### src/rtl/mem_port_arbiter_pkg.sv
// Shared widths, response-state encoding and access-size constants for the
// single-port RAM arbiter and its lane-alignment helper.
package mem_port_arbiter_pkg;

    localparam int ADDR_W = 32;
    localparam int DATA_W = 32;
    localparam int SEL_W  = 4;

    typedef enum logic [1:0] {
        PEND_IDLE = 2'd0,
        PEND_INST = 2'd1,
        PEND_DRD  = 2'd2,
        PEND_DACK = 2'd3
    } pend_e;

    localparam logic [SEL_W-1:0] MEM_SEL_BYTE = 4'b0001;
    localparam logic [SEL_W-1:0] MEM_SEL_HALF = 4'b0011;
    localparam logic [SEL_W-1:0] MEM_SEL_WORD = 4'b1111;

    function automatic logic [ADDR_W-1:0] word_addr(input logic [ADDR_W-1:0] addr);
        return {addr[ADDR_W-1:2], 2'b00};
    endfunction

endpackage

### src/rtl/mem_port_arbiter_if.sv
// Bundle of the IF request, MEM request and RAM-side signals around the arbiter.
// The master modport is the pipeline/RAM environment, the slave modport the arbiter.
interface mem_port_arbiter_if;
    import mem_port_arbiter_pkg::*;

    logic              inst_req;
    logic [ADDR_W-1:0] inst_addr;
    logic              flush;
    logic              inst_grant;
    logic              inst_valid;
    logic [DATA_W-1:0] inst_rdata;

    logic              data_req;
    logic              data_we;
    logic [SEL_W-1:0]  data_sel;
    logic [ADDR_W-1:0] data_addr;
    logic [DATA_W-1:0] data_wdata;
    logic              data_grant;
    logic              data_valid;
    logic [DATA_W-1:0] data_rdata;
    logic              misalign;

    logic              ram_en;
    logic [SEL_W-1:0]  ram_we;
    logic [ADDR_W-1:0] ram_addr;
    logic [DATA_W-1:0] ram_wdata;
    logic [DATA_W-1:0] ram_rdata;

    logic              stall_req;

    modport master (
        output inst_req, inst_addr, flush,
        output data_req, data_we, data_sel, data_addr, data_wdata,
        output ram_rdata,
        input  inst_grant, inst_valid, inst_rdata,
        input  data_grant, data_valid, data_rdata, misalign,
        input  ram_en, ram_we, ram_addr, ram_wdata,
        input  stall_req
    );

    modport slave (
        input  inst_req, inst_addr, flush,
        input  data_req, data_we, data_sel, data_addr, data_wdata,
        input  ram_rdata,
        output inst_grant, inst_valid, inst_rdata,
        output data_grant, data_valid, data_rdata, misalign,
        output ram_en, ram_we, ram_addr, ram_wdata,
        output stall_req
    );

endinterface

### src/rtl/mem_port_arbiter_lane_align.sv
// Combinational byte-lane steering for sub-word stores: byte enables, replicated
// write data and a misalignment flag from access size and the low address bits.
module mem_lane_align
    import mem_port_arbiter_pkg::*;
(
    input  logic [SEL_W-1:0]  sel,
    input  logic [1:0]        addr_lo,
    input  logic [DATA_W-1:0] wdata,
    output logic [SEL_W-1:0]  we,
    output logic [DATA_W-1:0] lane_wdata,
    output logic              misaligned
);

    // Lane enables and replicated data per access size; unknown sizes are misaligned.
    always_comb begin
        we         = {SEL_W{1'b0}};
        lane_wdata = {DATA_W{1'b0}};
        misaligned = 1'b0;
        case (sel)
            MEM_SEL_BYTE: begin
                we         = 4'b0001 << addr_lo;
                lane_wdata = {4{wdata[7:0]}};
            end
            MEM_SEL_HALF: begin
                if (addr_lo[0]) begin
                    misaligned = 1'b1;
                end else begin
                    we         = 4'b0011 << addr_lo;
                    lane_wdata = {2{wdata[15:0]}};
                end
            end
            MEM_SEL_WORD: begin
                if (addr_lo != 2'b00) begin
                    misaligned = 1'b1;
                end else begin
                    we         = 4'b1111;
                    lane_wdata = wdata;
                end
            end
            default: begin
                misaligned = 1'b1;
            end
        endcase
    end

endmodule

### src/rtl/mem_port_arbiter.sv
// Single RAM port shared by instruction fetch and MEM loads/stores: MEM-first
// priority with a starvation override for IF, and a one-cycle response tracker.
module mem_port_arbiter
    import mem_port_arbiter_pkg::*;
#(
    parameter int STARVE_LIMIT = 4
) (
    input logic              clk,
    input logic              rst,
    mem_port_arbiter_if.slave bus
);

    localparam int              CNT_W   = $clog2(STARVE_LIMIT + 1);
    localparam logic [CNT_W-1:0] CNT_MAX = CNT_W'(STARVE_LIMIT);

    pend_e             pend_q, pend_d;
    logic [CNT_W-1:0]  starve_cnt_q, starve_cnt_d;
    logic              inst_drop_q, inst_drop_d;
    logic              misalign_q, misalign_d;

    logic              starve_hit_s;
    logic              inst_grant_s, data_grant_s;
    logic [SEL_W-1:0]  lane_we_s;
    logic [DATA_W-1:0] lane_wdata_s;
    logic              misaligned_s;
    logic              ram_en_s;
    logic [SEL_W-1:0]  ram_we_s;
    logic [ADDR_W-1:0] ram_addr_s;
    logic [DATA_W-1:0] ram_wdata_s;
    logic              inst_valid_s, data_valid_s, misalign_s;
    logic [DATA_W-1:0] inst_rdata_s, data_rdata_s;

    mem_lane_align u_lane_align (
        .sel        (bus.data_sel),
        .addr_lo    (bus.data_addr[1:0]),
        .wdata      (bus.data_wdata),
        .we         (lane_we_s),
        .lane_wdata (lane_wdata_s),
        .misaligned (misaligned_s)
    );

    assign starve_hit_s = (starve_cnt_q == CNT_MAX);

    // Issue decision; nothing is granted while reset is held so no response is orphaned.
    always_comb begin
        inst_grant_s = 1'b0;
        data_grant_s = 1'b0;
        if (rst) begin
            inst_grant_s = 1'b0;
            data_grant_s = 1'b0;
        end else if (starve_hit_s && bus.inst_req) begin
            inst_grant_s = 1'b1;
        end else if (bus.data_req) begin
            data_grant_s = 1'b1;
        end else if (bus.inst_req) begin
            inst_grant_s = 1'b1;
        end else begin
            inst_grant_s = 1'b0;
            data_grant_s = 1'b0;
        end
    end

    // RAM port drive; a misaligned MEM access is granted but never strobes the RAM.
    always_comb begin
        ram_en_s    = 1'b0;
        ram_we_s    = {SEL_W{1'b0}};
        ram_addr_s  = {ADDR_W{1'b0}};
        ram_wdata_s = {DATA_W{1'b0}};
        if (data_grant_s) begin
            ram_en_s   = ~misaligned_s;
            ram_addr_s = word_addr(bus.data_addr);
            if (bus.data_we && !misaligned_s) begin
                ram_we_s    = lane_we_s;
                ram_wdata_s = lane_wdata_s;
            end else begin
                ram_we_s    = {SEL_W{1'b0}};
                ram_wdata_s = {DATA_W{1'b0}};
            end
        end else if (inst_grant_s) begin
            ram_en_s   = 1'b1;
            ram_addr_s = word_addr(bus.inst_addr);
        end else begin
            ram_en_s = 1'b0;
        end
    end

    // Next-state for the starvation counter and the response tracker.
    always_comb begin
        starve_cnt_d = {CNT_W{1'b0}};
        pend_d       = PEND_IDLE;
        inst_drop_d  = bus.flush;
        misalign_d   = data_grant_s & misaligned_s;
        if (bus.inst_req && !inst_grant_s) begin
            if (starve_hit_s) begin
                starve_cnt_d = starve_cnt_q;
            end else begin
                starve_cnt_d = starve_cnt_q + CNT_W'(1);
            end
        end else begin
            starve_cnt_d = {CNT_W{1'b0}};
        end
        if (inst_grant_s) begin
            pend_d = PEND_INST;
        end else if (data_grant_s) begin
            if (misaligned_s || bus.data_we) begin
                pend_d = PEND_DACK;
            end else begin
                pend_d = PEND_DRD;
            end
        end else begin
            pend_d = PEND_IDLE;
        end
    end

    // State registers with synchronous reset.
    always_ff @(posedge clk) begin
        if (rst) begin
            pend_q       <= PEND_IDLE;
            starve_cnt_q <= {CNT_W{1'b0}};
            inst_drop_q  <= 1'b0;
            misalign_q   <= 1'b0;
        end else begin
            pend_q       <= pend_d;
            starve_cnt_q <= starve_cnt_d;
            inst_drop_q  <= inst_drop_d;
            misalign_q   <= misalign_d;
        end
    end

    // Response decode from the registered state; a flush in either cycle drops a fetch.
    always_comb begin
        inst_valid_s = !rst && (pend_q == PEND_INST) && !inst_drop_q && !bus.flush;
        data_valid_s = !rst && ((pend_q == PEND_DRD) || (pend_q == PEND_DACK));
        misalign_s   = !rst && misalign_q;
        if (inst_valid_s) begin
            inst_rdata_s = bus.ram_rdata;
        end else begin
            inst_rdata_s = {DATA_W{1'b0}};
        end
        if (!rst && (pend_q == PEND_DRD)) begin
            data_rdata_s = bus.ram_rdata;
        end else begin
            data_rdata_s = {DATA_W{1'b0}};
        end
    end

    assign bus.inst_grant = inst_grant_s;
    assign bus.data_grant = data_grant_s;
    assign bus.ram_en     = ram_en_s;
    assign bus.ram_we     = ram_we_s;
    assign bus.ram_addr   = ram_addr_s;
    assign bus.ram_wdata  = ram_wdata_s;
    assign bus.stall_req  = (bus.inst_req & ~inst_grant_s) | (bus.data_req & ~data_grant_s);
    assign bus.inst_valid = inst_valid_s;
    assign bus.inst_rdata = inst_rdata_s;
    assign bus.data_valid = data_valid_s;
    assign bus.data_rdata = data_rdata_s;
    assign bus.misalign   = misalign_s;

endmodule

### src/flat_wrapper.sv
// flat-port wrapper written by rule: the top's interface ports become plain ports
module mem_port_arbiter_flat import mem_port_arbiter_pkg::*;
#(
    parameter int STARVE_LIMIT = 4
)
  (clk, rst, bus_inst_req, bus_inst_addr, bus_flush, bus_data_req, bus_data_we, bus_data_sel, bus_data_addr, bus_data_wdata, bus_ram_rdata, bus_inst_grant, bus_inst_valid, bus_inst_rdata, bus_data_grant, bus_data_valid, bus_data_rdata, bus_misalign, bus_ram_en, bus_ram_we, bus_ram_addr, bus_ram_wdata, bus_stall_req);
  mem_port_arbiter_if bus_i ();
  input logic clk;
  input logic rst;
  input wire logic [$bits(bus_i.inst_req)-1:0] bus_inst_req;
  input wire logic [$bits(bus_i.inst_addr)-1:0] bus_inst_addr;
  input wire logic [$bits(bus_i.flush)-1:0] bus_flush;
  input wire logic [$bits(bus_i.data_req)-1:0] bus_data_req;
  input wire logic [$bits(bus_i.data_we)-1:0] bus_data_we;
  input wire logic [$bits(bus_i.data_sel)-1:0] bus_data_sel;
  input wire logic [$bits(bus_i.data_addr)-1:0] bus_data_addr;
  input wire logic [$bits(bus_i.data_wdata)-1:0] bus_data_wdata;
  input wire logic [$bits(bus_i.ram_rdata)-1:0] bus_ram_rdata;
  output wire logic [$bits(bus_i.inst_grant)-1:0] bus_inst_grant;
  output wire logic [$bits(bus_i.inst_valid)-1:0] bus_inst_valid;
  output wire logic [$bits(bus_i.inst_rdata)-1:0] bus_inst_rdata;
  output wire logic [$bits(bus_i.data_grant)-1:0] bus_data_grant;
  output wire logic [$bits(bus_i.data_valid)-1:0] bus_data_valid;
  output wire logic [$bits(bus_i.data_rdata)-1:0] bus_data_rdata;
  output wire logic [$bits(bus_i.misalign)-1:0] bus_misalign;
  output wire logic [$bits(bus_i.ram_en)-1:0] bus_ram_en;
  output wire logic [$bits(bus_i.ram_we)-1:0] bus_ram_we;
  output wire logic [$bits(bus_i.ram_addr)-1:0] bus_ram_addr;
  output wire logic [$bits(bus_i.ram_wdata)-1:0] bus_ram_wdata;
  output wire logic [$bits(bus_i.stall_req)-1:0] bus_stall_req;
  assign bus_i.inst_req = bus_inst_req;
  assign bus_i.inst_addr = bus_inst_addr;
  assign bus_i.flush = bus_flush;
  assign bus_i.data_req = bus_data_req;
  assign bus_i.data_we = bus_data_we;
  assign bus_i.data_sel = bus_data_sel;
  assign bus_i.data_addr = bus_data_addr;
  assign bus_i.data_wdata = bus_data_wdata;
  assign bus_i.ram_rdata = bus_ram_rdata;
  assign bus_inst_grant = bus_i.inst_grant;
  assign bus_inst_valid = bus_i.inst_valid;
  assign bus_inst_rdata = bus_i.inst_rdata;
  assign bus_data_grant = bus_i.data_grant;
  assign bus_data_valid = bus_i.data_valid;
  assign bus_data_rdata = bus_i.data_rdata;
  assign bus_misalign = bus_i.misalign;
  assign bus_ram_en = bus_i.ram_en;
  assign bus_ram_we = bus_i.ram_we;
  assign bus_ram_addr = bus_i.ram_addr;
  assign bus_ram_wdata = bus_i.ram_wdata;
  assign bus_stall_req = bus_i.stall_req;
  mem_port_arbiter #(.STARVE_LIMIT(STARVE_LIMIT)) u_core (.clk(clk), .rst(rst), .bus(bus_i));
endmodule
### config.mk
export PLATFORM = sky130hd
export DESIGN_NAME = mem_port_arbiter_flat
export DESIGN_NICKNAME = d
export VERILOG_FILES = /design/src/rtl/mem_port_arbiter_pkg.sv /design/src/rtl/mem_port_arbiter_if.sv /design/src/rtl/mem_port_arbiter_lane_align.sv /design/src/rtl/mem_port_arbiter.sv /design/src/flat_wrapper.sv
export SDC_FILE = /design/constraint.sdc
export NUM_CORES = 1
export LEC_CHECK = 0
export ABC_CLOCK_PERIOD_IN_PS = 2600
export BUFFER_PORTS_ARGS = -buffer_cell sky130_fd_sc_hd__buf_2
export CAP_MARGIN = 20
export CORE_AREA = 4 4 105 107
export DETAILED_ROUTE_END_ITERATION = 12
export DIE_AREA = 0 0 109 111
export GPL_TIMING_DRIVEN = 0
export PLACE_DENSITY_LB_ADDON = 0.15
export SYNTH_ARGS = -nofsm -noshare
export SYNTH_HDL_FRONTEND = slang
export SYNTH_SLANG_ARGS = --single-unit
### constraint.sdc
create_clock -name clk -period 2.6 [get_ports clk]
set_input_delay 0.26 -clock clk [delete_from_list [all_inputs] [get_ports clk]]
set_output_delay 0.26 -clock clk [all_outputs]
set_load 0.02 [all_outputs]
### Word level (Yosys, flattened, before mapping)

Index checks and enable logic that the tools add are counted.

| storage, ports and cells | value |
|---|---|
| memory bits (writable) | 0 |
| latch bits | 0 |
| memories | 0 |
| output and inout bits | 139 |
| word-level logic and storage cells | 71 |
| input port bits | 138 |
| register bits after elaboration | 7 |
| ROM bits | 0 |

| cells by class | value |
|---|---|
| equality and inequality tests | 7 |
| bitwise logic cells | 8 |
| divide/modulo/power cells | 0 |
| reduce and logical (&&, ||, !) cells | 19 |
| magnitude comparators | 0 |
| add/subtract/negate cells | 1 |
| shift-type cells | 2 |
| muxes and demuxes | 29 |
| multiply operators | 0 |

Operators by type and width:

| cell | number |
|---|---|
| $mux 32 | 8 |
| $pmux 32 s3 | 1 |
| $mux 4 | 4 |
| $mux 1 | 14 |
| $pmux 4 s3 | 1 |
| $logic_and 1x1->1 | 9 |
| $logic_not 1->1 | 5 |
| $eq 2x2->1 const B | 2 |
| $eq 4x1->1 const B | 1 |
| $eq 4x2->1 const B | 1 |
| $eq 4x4->1 const B | 1 |
| $not 1->1 | 4 |
| $shl 1x2->4 const A | 1 |
| $shl 2x2->4 const A | 1 |
| $add 3x1->3 const B | 1 |
| $and 1x1->1 | 3 |
| $eq 3x3->1 const B | 1 |
| $pmux 1 s3 | 1 |
| $reduce_or 3->1 | 1 |
| $eq 2x1->1 const B | 1 |
| $logic_or 1x1->1 | 2 |
| $reduce_bool 2->1 | 1 |
| $reduce_or 2->1 | 1 |
| $or 1x1->1 | 1 |

### Logic depth before layout (Yosys ltp)

| depth | value |
|---|---|
| word-level depth | 8 |
| mapped depth | 8 |
| gate-level depth less buffers | 6 |

### By module

From an unflattened synthesis, not the netlist that was laid out.

| second synthesis, totals | value |
|---|---|
| cells, all modules | 284 |
| area, all modules | 1961.9 µm² |

Modules (own cells, without submodules):

| module | instances | area each (µm²) | cells an instance | seq. area each (µm²) |
|---|---|---|---|---|
| mem_port_arbiter | 1 | 1367.6 | 187 | 140.1 |
| mem_lane_align | 1 | 594.3 | 97 | 0.0 |

### Worst setup path before layout

No wires, ideal clock.

| path | value |
|---|---|
| kind | flip-flop to output port |
| from | register u_core.starve_cnt_q[0] |
| to | output bus_ram_we[1] |
| setup slack | 0.499 ns |
| arrival time | 1.841 ns |
| cell stages (with the launch flop) | 8 |
| buffers on the path | 1 |
| data required time | 2.340 ns |
| path through | dfxtp_1 > inv_1 > ha_1 > nand3_1 > and2_1 > buf_2 > o211ai_4 > nor4b_1 |

| between the ends | value |
|---|---|
| longest elaborated chain between the ends | 5 |

Ends and longest elaborated chain:

| item | RTL line | source |
|---|---|---|
| start, declared | mem_port_arbiter.sv:17 | `logic [CNT_W-1:0] starve_cnt_q, starve_cnt_d;` |
| start signal, assigned | mem_port_arbiter.sv:119 | `starve_cnt_q <= {CNT_W{1'b0}};` |
| start signal, assigned | mem_port_arbiter.sv:124 | `starve_cnt_q <= starve_cnt_d;` |
| $eq 3x3->1 | mem_port_arbiter.sv:42 | `assign starve_hit_s = (starve_cnt_q == CNT_MAX);` |
| $logic_and 1x1->1 | mem_port_arbiter.sv:51 | `end else if (starve_hit_s && bus.inst_req) begin` |
| $mux 1 | mem_port_arbiter.sv:51 |  |
| $mux 1 | mem_port_arbiter.sv:48 | `if (rst) begin` |
| $mux 4 | mem_port_arbiter.sv:69 | `if (data_grant_s) begin` |
| end, declared | flat_wrapper.sv:27 | `output wire logic [$bits(bus_i.ram_we)-1:0] bus_ram_we;` |

No other way between the ends.

### Worst setup path in the final report

| path | value |
|---|---|
| from | register u_core.starve_cnt_q[0] |
| to | output bus_ram_addr[6] |

| between the ends | value |
|---|---|
| longest elaborated chain between the ends | 6 |
| elaborated cells between the ends (all ways) | 8 |
| those cells by class | eq/ne (1); mux (6); reduce/logical (1) |

Ends and longest elaborated chain:

| item | RTL line | source |
|---|---|---|
| $eq 3x3->1 (*) | mem_port_arbiter.sv:42 |  |
| $logic_and 1x1->1 (*) | mem_port_arbiter.sv:51 |  |
| $mux 1 | mem_port_arbiter.sv:51 |  |
| $mux 1 | mem_port_arbiter.sv:48 |  |
| $mux 32 | mem_port_arbiter.sv:79 | `end else if (inst_grant_s) begin` |
| $mux 32 (*) | mem_port_arbiter.sv:69 |  |
| end, declared | flat_wrapper.sv:28 | `output wire logic [$bits(bus_i.ram_addr)-1:0] bus_ram_addr;` |

Every way passes the cells marked *; elsewhere a longest branch is shown, timed or not.

==> run summary <==
Die ar.: 0.0121 mm^2
Critical R2R Launch: u_core.starve_cnt_q[0]
Core area: 0.0101 mm^2
Avg Cell Area, Syn: 6.94 um^2
Via count: 2789
Share of cells above drive strength 1: 57.3%
Critical Path RT: 2.34 ns
Hold Path End: u_core.inst_drop_q
Synth area leader: and2_1
DP HPWL: 8370 um
Vias in the first global route: 2686
Total power: 628 uW
RSZ-0062 raised after global routing: false
R2R Path End: u_core.pend_q[0]
FF+latch count, synth: 7
Effective utilization at floorplan: 16.4%
Minimum clock period: 2.27 ns
CTS Sinks: 7
P per Cell Area: 194 mW/mm^2
Diodes inserted: 0
Hold WC Path Type: in2reg
Die Y: 111 um
CP most frequent cell: buf_2
1st-iter DRT viols: 128
Family with the most delay on the worst path: compound AO/OA/AOI/OAI gates
Clock root cell: clkbuf_8
Yosys warns: 0
Detailed Routing Iterations Pass 1: 4
Worst slack, placed: 0.571 ns
Ys async rst share: 0%
Layout Area Growth over Synthesis: 95.0%
Final Hold Viols: 0
Cell Area, Synth: 0.00167 mm^2
Post-synth EDFFs: 0
Largest net degree at the start of global routing: 11
CP endpoint kind: output pin
Setup bufs post-CTS: 0
Gate Count Post-Synth: 240
Worst-skew pair later-pin latency: 0.23 ns
Hold Startpoint: bus_flush
Final Skew: 0.000596 ns
Leak: 0.00194 uW
Clock Path Buffers: 2
Crit share post-route: 87.2%
Cell Rows: 37
Critical Path Slowest Stage Cell: a21oi_1
Predominant post-synthesis flop cell: dfxtp_1
Nets: 658
VDD IR max: 104 uV
Library cells used by synthesis: 36
Post_cts resized: 0
Crit path buf inv count: 3
H-tree depth: 1
Synth top area share: 28.2%
Outcome: finished, final reports clean
Num CTS Buffers: 3
Final WL: 9480 um
Initial antenna violation count: 1
Post-DR vias/cell: 4.27
R2R depth: 6
Slew of the pin with the lowest slew margin: 0.836 ns
Routed Antenna Nets: 0
Top cells by area, synth: and2_1 28%, a22o_1 16%, dfxtp_1 8.4%
GRT Total Usage: 14.2%
Most frequent cells in the layout: 280 x buf_2, 75 x and2_1, 30 x a22o_1
Filler cell count: 1153
Maximum clock rate: 441 MHz
Remaining DRCs: 0
Global route overflow: 0
Startpoint types: flip-flop
First-pass GRT wire length: 13900 um
Final slew viol count: 0
Most common library cell in the layout ignoring fill and taps: buf_2
Crit Path Max Fanout: 10
Reg clk slew, reported paths: 0.04 ns
Routability cong.: 0.867
# hold bufs at CTS: 0
WP data arrival: 2.01 ns
CP peak stage delay: 0.42 ns
Routed wire length per instance: 14.5 um
Setup TNS Final: 0 ns
Die width: 109 um
CP Cell Sequence: inv_1, ha_1, nand2_1, a21oi_1, buf_2, a22o_1, buf_2
TritonCTS clock tree: yes
Final Worst Setup Slack: 0.333 ns
Critical setup path kind: reg2out
Max-Cap Viols: 0
Reg-to-reg slack, setup: 1.04 ns
Top Ports: 277
Finish-stage setup viols: 0
Hold path cells: 2
Post-synthesis sequential area ratio: 8.41%
Worst slew margin: 44.1%
Hold WS: 0.276 ns
Port Buffers: 272
kinds of logic after synthesis:
group / share of synthesized area, %
and+or+nand+nor: 46.1
AOI/OAI and AO/OA: 32.8
buffers and inverters: 9.17
DFF: 8.41
adders and majority gates: 2.10
other: 0.225
xor gates and xnor gates: 0.526
muxes: 0.601
synthesized netlist by cell type (2+ instances only):
cell and number:
nand2b_1 3, nor3_1 2, clkbuf_1 6, buf_4 2, nor3b_1 2, inv_1 2
nor2b_1 6, a22o_1 30, a21oi_1 19, ha_1 2, buf_8 2, and2_1 75
dfxtp_1 7, nand2_1 21, a22oi_1 16, and3_1 2, nor2_1 12, buf_6 3
o21ai_0 3, nor4b_1 2, buf_2 8
report_power, final:
group / switching, uW / internal, uW / leakage, uW
logic: 199 / 162 / 0.00186
clock network: 48.4 / 104 / 0.0000255
registers: 2.09 / 113 / 0.0000577
flip-flops by register name (all words and copies together) (netlist names):
name / cells
u_core.misalign_q: 1
u_core.starve_cnt_q: 3
u_core.inst_drop_q: 1
u_core.pend_q: 2
worst max-delay path by stage:
stage | start | endpoint | slack [ns] | depth (start not counted)
final | u_core.starve_cnt_q[0] | bus_ram_addr[6] | 0.33 | 7
after global routing | u_core.starve_cnt_q[0] | bus_ram_we[1] | 0.12 | 8
after CTS | u_core.starve_cnt_q[0] | bus_ram_addr[8] | 0.33 | 7
after detailed placement | u_core.starve_cnt_q[0] | bus_ram_wdata[14] | 0.57 | 9
after global placement | bus_data_sel[1] | bus_ram_wdata[15] | 0.60 | 5
after floorplan | u_core.starve_cnt_q[0] | bus_ram_we[1] | 0.50 | 7
per-layer routing:
| layer | track usage [%] | share of wire (%) | vias up | wire (um) |
|---|---|---|---|---|
| li1 | - | - | 1398 | - |
| met1 | 16.8 | 39 | 1224 | 3710 |
| met2 | 25.3 | 49 | 155 | 4620 |
| met3 | 3.96 | 11 | 10 | 1040 |
| met4 | 2.27 | 1.0 | 2 | 95 |
| met5 | 0 | 0.14 | - | 13 |
worst register-to-register path: stages, from the launching register on:
cell and delay (ns):
dfxtp_1 0.31, inv_1 0.06, ha_1 0.18, nand2_1 0.10, a21oi_1 0.42, buf_2 0.32, a21o_1 0.12
final cells by class:
class,instances,area (um^2),share of cell area (%)
Timing Repair Buffer,272,1360,41.9
Clock inverter,1,5.00,0.154
Sequential cell,7,140,4.32
Clock buffer,3,41.3,1.27
Inverter,2,7.51,0.231
Buffer,22,145,4.47
Multi-Input combinational cell,210,1380,42.4
Tap cell,136,170,5.24
stage by stage:
step           util (%)  std cells  cell area, um^2
6_report           32.0        653             3250
3_3_place_gp       31.6        649             3200
2_1_floorplan         -        241             1670
3_5_place_dp       31.6        649             3200
4_1_cts            32.0        653             3250
5_1_grt            32.0        653             3250
Power figures use the tool's default switching activity.
